**src/rtl/ss_pkt_arbiter.sv**
```systemverilog
// ss_pkt_arbiter: N-input to 1-output stream arbiter with packet-locked
// round-robin grants and a registered output stage.
// Optional build macro SS_ARB_SRC_TAG_EN: when defined, the low SRC_W bits of
// out_user carry the index of the input that owns the current packet.
module ss_pkt_arbiter #(
  parameter int N_IN   = 4,
  parameter int DATA_W = 64,
  parameter int KEEP_W = DATA_W / 8,
  parameter int USER_W = 8,
  parameter int SRC_W  = $clog2(N_IN)
) (
  input  logic                     clk,
  input  logic                     rst,
  input  logic [N_IN-1:0]          in_valid,
  output logic [N_IN-1:0]          in_ready,
  input  logic [N_IN*DATA_W-1:0]   in_data,
  input  logic [N_IN*KEEP_W-1:0]   in_keep,
  input  logic [N_IN-1:0]          in_last,
  input  logic [N_IN*USER_W-1:0]   in_user,
  output logic                     out_valid,
  input  logic                     out_ready,
  output logic [DATA_W-1:0]        out_data,
  output logic [KEEP_W-1:0]        out_keep,
  output logic                     out_last,
  output logic [USER_W-1:0]        out_user,
  output logic [N_IN-1:0]          grant,
  output logic                     busy
);

  typedef enum logic {
    IDLE = 1'b0,
    LOCK = 1'b1
  } state_t;

  state_t            state;
  logic [SRC_W-1:0]  rr_ptr;
  logic [SRC_W-1:0]  owner;
  logic [SRC_W-1:0]  sel_idx;
  logic              sel_found;
  logic              accept;
  logic              in_fire;
  logic [USER_W-1:0] user_next;

  logic [DATA_W-1:0] data_arr [N_IN];
  logic [KEEP_W-1:0] keep_arr [N_IN];
  logic [USER_W-1:0] user_arr [N_IN];

  genvar gi;
  for (gi = 0; gi < N_IN; gi++) begin : g_unpack
    assign data_arr[gi] = in_data[gi*DATA_W +: DATA_W];
    assign keep_arr[gi] = in_keep[gi*KEEP_W +: KEEP_W];
    assign user_arr[gi] = in_user[gi*USER_W +: USER_W];
  end

  // Round-robin search: first requesting input starting at rr_ptr, wrapping.
  always_comb begin
    sel_idx   = '0;
    sel_found = 1'b0;
    for (int k = 0; k < N_IN; k++) begin
      if (!sel_found && in_valid[SRC_W'((int'(rr_ptr) + k) % N_IN)]) begin
        sel_found = 1'b1;
        sel_idx   = SRC_W'((int'(rr_ptr) + k) % N_IN);
      end
    end
  end

  // The output register can take a beat when empty or draining this cycle;
  // only the owner sees that, everyone else is held off by the zero grant bits.
  assign accept   = !out_valid || out_ready;
  assign in_ready = grant & {N_IN{accept}};
  assign in_fire  = |(in_valid & in_ready);
  assign busy     = (state == LOCK);

`ifdef SS_ARB_SRC_TAG_EN
  localparam logic [USER_W-1:0] SRC_MASK = USER_W'((1 << SRC_W) - 1);

  if (USER_W < SRC_W) begin : g_user_width_check
    $error("ss_pkt_arbiter: USER_W must be at least SRC_W when source tagging is enabled");
  end

  assign user_next = (user_arr[owner] & ~SRC_MASK) | USER_W'(owner);
`else
  assign user_next = user_arr[owner];
`endif

  // Arbitration FSM, round-robin pointer and the registered output slice.
  always_ff @(posedge clk or negedge rst) begin
    if (!rst) begin
      state     <= IDLE;
      rr_ptr    <= '0;
      owner     <= '0;
      grant     <= '0;
      out_valid <= 1'b0;
      out_data  <= '0;
      out_keep  <= '0;
      out_last  <= 1'b0;
      out_user  <= '0;
    end else begin
      case (state)
        IDLE: begin
          if (sel_found) begin
            state <= LOCK;
            owner <= sel_idx;
            grant <= {{(N_IN-1){1'b0}}, 1'b1} << sel_idx;
          end
        end
        LOCK: begin
          if (in_fire && in_last[owner]) begin
            state  <= IDLE;
            grant  <= '0;
            rr_ptr <= (owner == SRC_W'(N_IN - 1)) ? '0 : owner + 1'b1;
          end
        end
        default: begin
          state <= IDLE;
          grant <= '0;
        end
      endcase

      if (in_fire) begin
        out_valid <= 1'b1;
        out_data  <= data_arr[owner];
        out_keep  <= keep_arr[owner];
        out_last  <= in_last[owner];
        out_user  <= user_next;
      end else if (out_valid && out_ready) begin
        out_valid <= 1'b0;
      end
    end
  end

endmodule

```
**config.mk**
```make
export PLATFORM = sky130hd
export DESIGN_NAME = ss_pkt_arbiter
export DESIGN_NICKNAME = d
export VERILOG_FILES = /design/src/rtl/ss_pkt_arbiter.sv
export SDC_FILE = /design/constraint.sdc
export NUM_CORES = 1
export LEC_CHECK = 0
export BUFFER_PORTS_ARGS = -buffer_cell sky130_fd_sc_hd__buf_2
export CAP_MARGIN = 20
export CELL_PAD_IN_SITES_DETAIL_PLACEMENT = 0
export CELL_PAD_IN_SITES_GLOBAL_PLACEMENT = 1
export CORE_AREA = 2 2 165 167
export DETAILED_ROUTE_END_ITERATION = 12
export DIE_AREA = 0 0 167 169
export PLACE_DENSITY = 0.57
export SYNTH_ARGS = -nofsm -noshare
export SYNTH_HDL_FRONTEND = slang
export SYNTH_SLANG_ARGS = --single-unit
```
**constraint.sdc**
```tcl
create_clock -name clk -period 2.4 [get_ports clk]
set_input_delay 0.36 -clock clk [delete_from_list [all_inputs] [get_ports clk]]
set_output_delay 0.36 -clock clk [all_outputs]
set_load 0.02 [all_outputs]
```
Word-level counts from Yosys, hierarchy flattened
Cells that the tools add are included.
{ "totals": {"out_inout_bits": 91, "word_cells": 82, "input_bits": 331, "regBits": 91} }
{ "op_classes": {"n_mux": 40, "bitwise": 4, "add_sub_neg": 4, "n_lt_le_gt_ge": 6, "n_reduce_logical": 15, "eq_ne": 3, "shift": 1} }
{ "ops": {"columns": ["op", "count"], "rows": [
  ["$bmux W64 S2", 1],
  ["$mux W64", 2],
  ["$bmux W8 S2", 2],
  ["$mux W8", 4],
  ["$mux W1", 17],
  ["$lt A2 B4 Y1 const B", 4],
  ["$bmux W1 S2", 5],
  ["$mux W2", 5],
  ["$and A4 B4 Y4", 2],
  ["$mux W4", 2],
  ["$pmux W4 S2", 1],
  ["$reduce_and A2 Y1", 3],
  ["$logic_and A1 B1 Y1", 5],
  ["$add A2 B1 Y2 const B", 2],
  ["$add A2 B2 Y2 const B", 2],
  ["$logic_not A1 Y1", 4],
  ["$reduce_or A4 Y1", 1],
  ["$shl A1 B2 Y4 const A", 1],
  ["$ge A3 B3 Y1 const B", 1],
  ["$lt A2 B3 Y1 const B", 1],
  ["$not A2 Y3", 1],
  ["$eq A2 B2 Y1 const B", 1],
  ["$ne A2 B1 Y1 const B", 1],
  ["$ne A2 B2 Y1 const B", 1],
  ["4 further kinds", 4]
]} }

Longest topological paths before layout
{ "depth": {"depth_word": 16, "mapped_depth": 6, "mapped_depth_nobuf": 4} }

Least setup slack after synthesis
OpenSTA, ideal clock, no wires.
{ "synth_timing": {"path_kind": "register to register", "start": "register out_valid", "end": "register out_data[17]", "setup_time_ns": 0.125, "stages_incl_launch_ff": 6, "path_slack_ns": 0.732, "n_path_buf": 2, "t_required_ns": 2.275, "synth_period_minus_slack_ns": 1.668, "t_arrival_ns": 1.543, "path_cell_list": "dfrtp_1 > nand2b_1 > a21boi_1 > buf_4 > buf_4 > mux2_2"} }
{ "synth_via": {"elab_chain_cells": 5} }
{ "synth_lines": {"columns": ["element", "line", "rtl"], "rows": [
  ["start: declaration", "20", "output logic out_valid,"],
  ["start signal: assignment", "93", "out_valid <= 1'b0;"],
  ["start signal: assignment", "121", "out_valid <= 1'b1;"],
  ["start signal: assignment", "127", "out_valid <= 1'b0;"],
  ["$logic_not A1 Y1", "69", "assign accept = !out_valid || out_ready;"],
  ["$logic_or A1 B1 Y1", "69", null],
  ["$and A4 B4 Y4", "70", "assign in_ready = grant & {N_IN{accept}};"],
  ["$and A4 B4 Y4", "71", "assign in_fire = |(in_valid & in_ready);"],
  ["$reduce_or A4 Y1", "71", null],
  ["end signal: assignment", "122", "out_data <= data_arr[owner];"],
  ["end: declaration", "22", "output logic [DATA_W-1:0] out_data,"]
]} }
No other way between the ends.
A chain may end at the register's enable or synchronous reset.

Worst setup path after layout
{ "layout_timing": {"start": "register owner[0]", "end": "register out_keep[3]"} }
{ "layout_via": {"elab_chain_cells": 4} }
{ "layout_lines": {"columns": ["element", "line", "rtl"], "rows": [
  ["start: declaration", "37", "logic [SRC_W-1:0] owner;"],
  ["start signal: assignment", "103", "owner <= sel_idx;"],
  ["$not A2 Y3 (not written as such)", "123", "out_keep <= keep_arr[owner];"],
  ["$bmux W8 S2", "123", null],
  ["$mux W8 (not written as such) (2 in series)", "123", null],
  ["end signal: assignment", "123", null],
  ["end: declaration", "23", "output logic [KEEP_W-1:0] out_keep,"]
]} }
No other way between the ends. The select of a mux whose other input is x is not followed.

==> results.json <==
{
  "cts_resized": 0,
  "drive_gt1_frac": 0.815,
  "setup-tns-final_ns": 0,
  "synth-seq-cells": 91,
  "rsz0062_at_grt": "false",
  "cp_slowest_cell": "dfrtp_4",
  "r2r-start": "owner[0]",
  "grt_max_degree": 44,
  "die_x_um": 167,
  "drt-total-wl_um": 20900,
  "cts_setup_buffers": 0,
  "cap_violations": 0,
  "synthTopCellsByArea": "dfrtp_1 40%, mux4_2 32%, mux2_4 11%",
  "hold_violations": 0,
  "initialDrtViolationCount": 151,
  "routabilityCongestion": 0.772,
  "cts_buffer_depth": 2,
  "die_area_mm2": 0.0282,
  "hold_buffers": 1,
  "synth_edf_count": 0,
  "post-route-period-util": 0.772,
  "placed_area_mm2": 0.00822,
  "grt-ovfl-total": 0,
  "fin_crit_ns": 1.85,
  "worst_slew_pin_slew_ns": 0.472,
  "via_per_inst": 4.46,
  "peakVddDrop_uv": 537,
  "leakage_nw": 4.03,
  "yosysSeqAreaShare": 0.400,
  "yosys_warnings": 0,
  "ys.flop_type": "dfrtp_1",
  "worstSkewPairLatency_ns": 0.35,
  "multi_input_area_mm2": 0.00320,
  "fill_cells": 2712,
  "rrSetupSlack_ns": 0.55,
  "vias": 4872,
  "path_cells": "buf_12 > mux4_2 > mux2_2",
  "crit_fanout": 16,
  "dr.pass1.iters": 4,
  "die_y_um": 169,
  "setup.worst_path.end_class": "flip-flop",
  "wl_per_cell_um": 19.1,
  "area_growth_pct": 49.9,
  "startpoint_type": "flip-flop",
  "power_density_mw_per_mm2": 1290,
  "synth_top_area_cell": "dfrtp_1",
  "dp_hpwl_um": 16900,
  "grt_usage": 0.145,
  "grt_pass1_wl_um": 31300,
  "stdcell_area_mm2": 0.00854,
  "crit_path_start": "owner[0]",
  "synthCells": 331,
  "path_clk_slew_ns": 0.07,
  "diodes": 0,
  "grt_pass1_vias": 5160,
  "endpoint": "out_keep[3]",
  "slowest_delay_ns": 0.68,
  "synth.net_count": 663,
  "cts_made_buffers": 9,
  "root_buffer": "clkbuf_16",
  "critPathKind": "reg2reg",
  "r2r-end": "out_keep[3]",
  "antenna_found_initial": 0,
  "layout.nets": 1079,
  "coreArea_mm2": 0.0265,
  "crit_required_ns": 2.63,
  "synth_most_common_cell": "dfrtp_1",
  "rows": 60,
  "synth_area_mm2": 0.00570,
  "power_mw": 11.0,
  "cts_tree": "built",
  "yosys-top-cells-count": "91 x dfrtp_1, 80 x mux4_2, 42 x mux2_2",
  "status": "finished, final reports clean",
  "yosysUniqueCellTypes": 34,
  "cts.sinks": 91,
  "drc": 0,
  "ant_nets": 0,
  "synth_top_cell_area_share": 0.400,
  "cp.arrival_ns": 2.08,
  "reg2reg_depth": 3,
  "h-tree-depth": 3,
  "fmax_mhz": 540,
  "finalMaxSlewViolations": 0,
  "slew_headroom": 0.682,
  "ys_async_sr_fraction": 1.00,
  "skew_ns": 0.0131,
  "io-pin-count": 422,
  "min_path_type": "in2reg",
  "finalSetupViolCount": 0,
  "seqCellArea_mm2": 0.00228,
  "io_buffers": 421,
  "synth_area_per_cell_um2": 17.2,
  "start_util": 0.215
}
[layout make-up]
| class | count | area share |
|---|---|---|
| tap | 341 | 0.0500 |
| clock buffer | 11 | 0.0273 |
| sequential | 91 | 0.268 |
| inverter | 1 | 0.000440 |
| timing repair buffer | 433 | 0.271 |
| multi-input combinational | 211 | 0.375 |
| clock inverter | 4 | 0.00894 |
[cells in the final DEF (no fill, tap or decap), types with 3 or more instances in the layout]
cell type | Yosys | layout
nand2_1 | 6 | 6
nor2_1 | 3 | 3
o21ai_0 | 3 | 3
buf_12 | 5 | 9
mux2_2 | 42 | 42
nor2b_1 | 6 | 6
and2_1 | 4 | 4
mux4_2 | 80 | 80
buf_4 | 6 | 3
nand2b_1 | 4 | 4
dfrtp_1 | 91 | 89
mux2_4 | 40 | 40
buf_2 | 9 | 420
clkbuf_16 | 0 | 9
a21oi_1 | 3 | 3
[how the worst min path moves through the flow]
stage           startpoint           end  slack [ns]  cells after the start
2_1_floorplan          rst          busy        0.06                      0
3_3_place_gp           rst  out_data[20]        0.30                      1
3_5_place_dp           rst  out_data[33]        0.30                      1
4_1_cts        in_valid[3]     out_valid        0.38                      3
5_1_grt        in_valid[3]     out_valid        0.40                      3
6_report       in_valid[3]     out_valid        0.40                      3
[metal layers]
layer	global-route usage	wire, µm	up-vias
li1	-	-	2173
met1	0.182	8530	2479
met2	0.249	10600	209
met3	0.0416	1540	11
met4	0.0307	191	0
met5	0	0	-
[metrics by stage]
| step | hold WS, ns | utilization | cells | setup slack, ns |
|---|---|---|---|---|
| detailed placement | 0.298 | 0.310 | 1076 | 0.488 |
| floorplan | 0.0644 | - | 331 | 0.732 |
| global route | 0.401 | 0.322 | 1092 | 0.433 |
| finish | 0.404 | 0.322 | 1092 | 0.548 |
| global placement | 0.297 | 0.310 | 1076 | 0.487 |
| CTS | 0.384 | 0.322 | 1092 | 0.491 |
[state kept, by name (all words and copies together), names as in the netlist]
register,cells
grant,4
busy,1
owner,2
out_keep,8
out_last,1
out_data,64
out_valid,1
out_user,8
rr_ptr,2
[report_power, final]
group	internal [mW]	total, mW	switching [mW]
Sequential	2.36	2.95	0.591
Clock	0.912	1.56	0.645
Combinational	3.49	6.51	3.02
[cell families (layout without fill, tap and decap cells)]
family | after synthesis | in the layout | share of synthesized area
AO/OA/AOI/OAI | 19 | 19 | 0.0237
adder cells (fa/ha/maj) | 1 | 1 | 0.00220
AND/OR/NAND/NOR | 27 | 27 | 0.0253
buffers and inverters | 29 | 449 | 0.0406
multiplexers | 164 | 164 | 0.508
flip-flops | 91 | 91 | 0.400
[worst max-delay path, delay by kind of cell, from the launching register on]
kind                   cells  cell delay [ns]
buffers and inverters      1             0.23
DFF                        1             0.68
muxes                      2             0.82
Note: power is estimated with default switching activity, not from simulation.
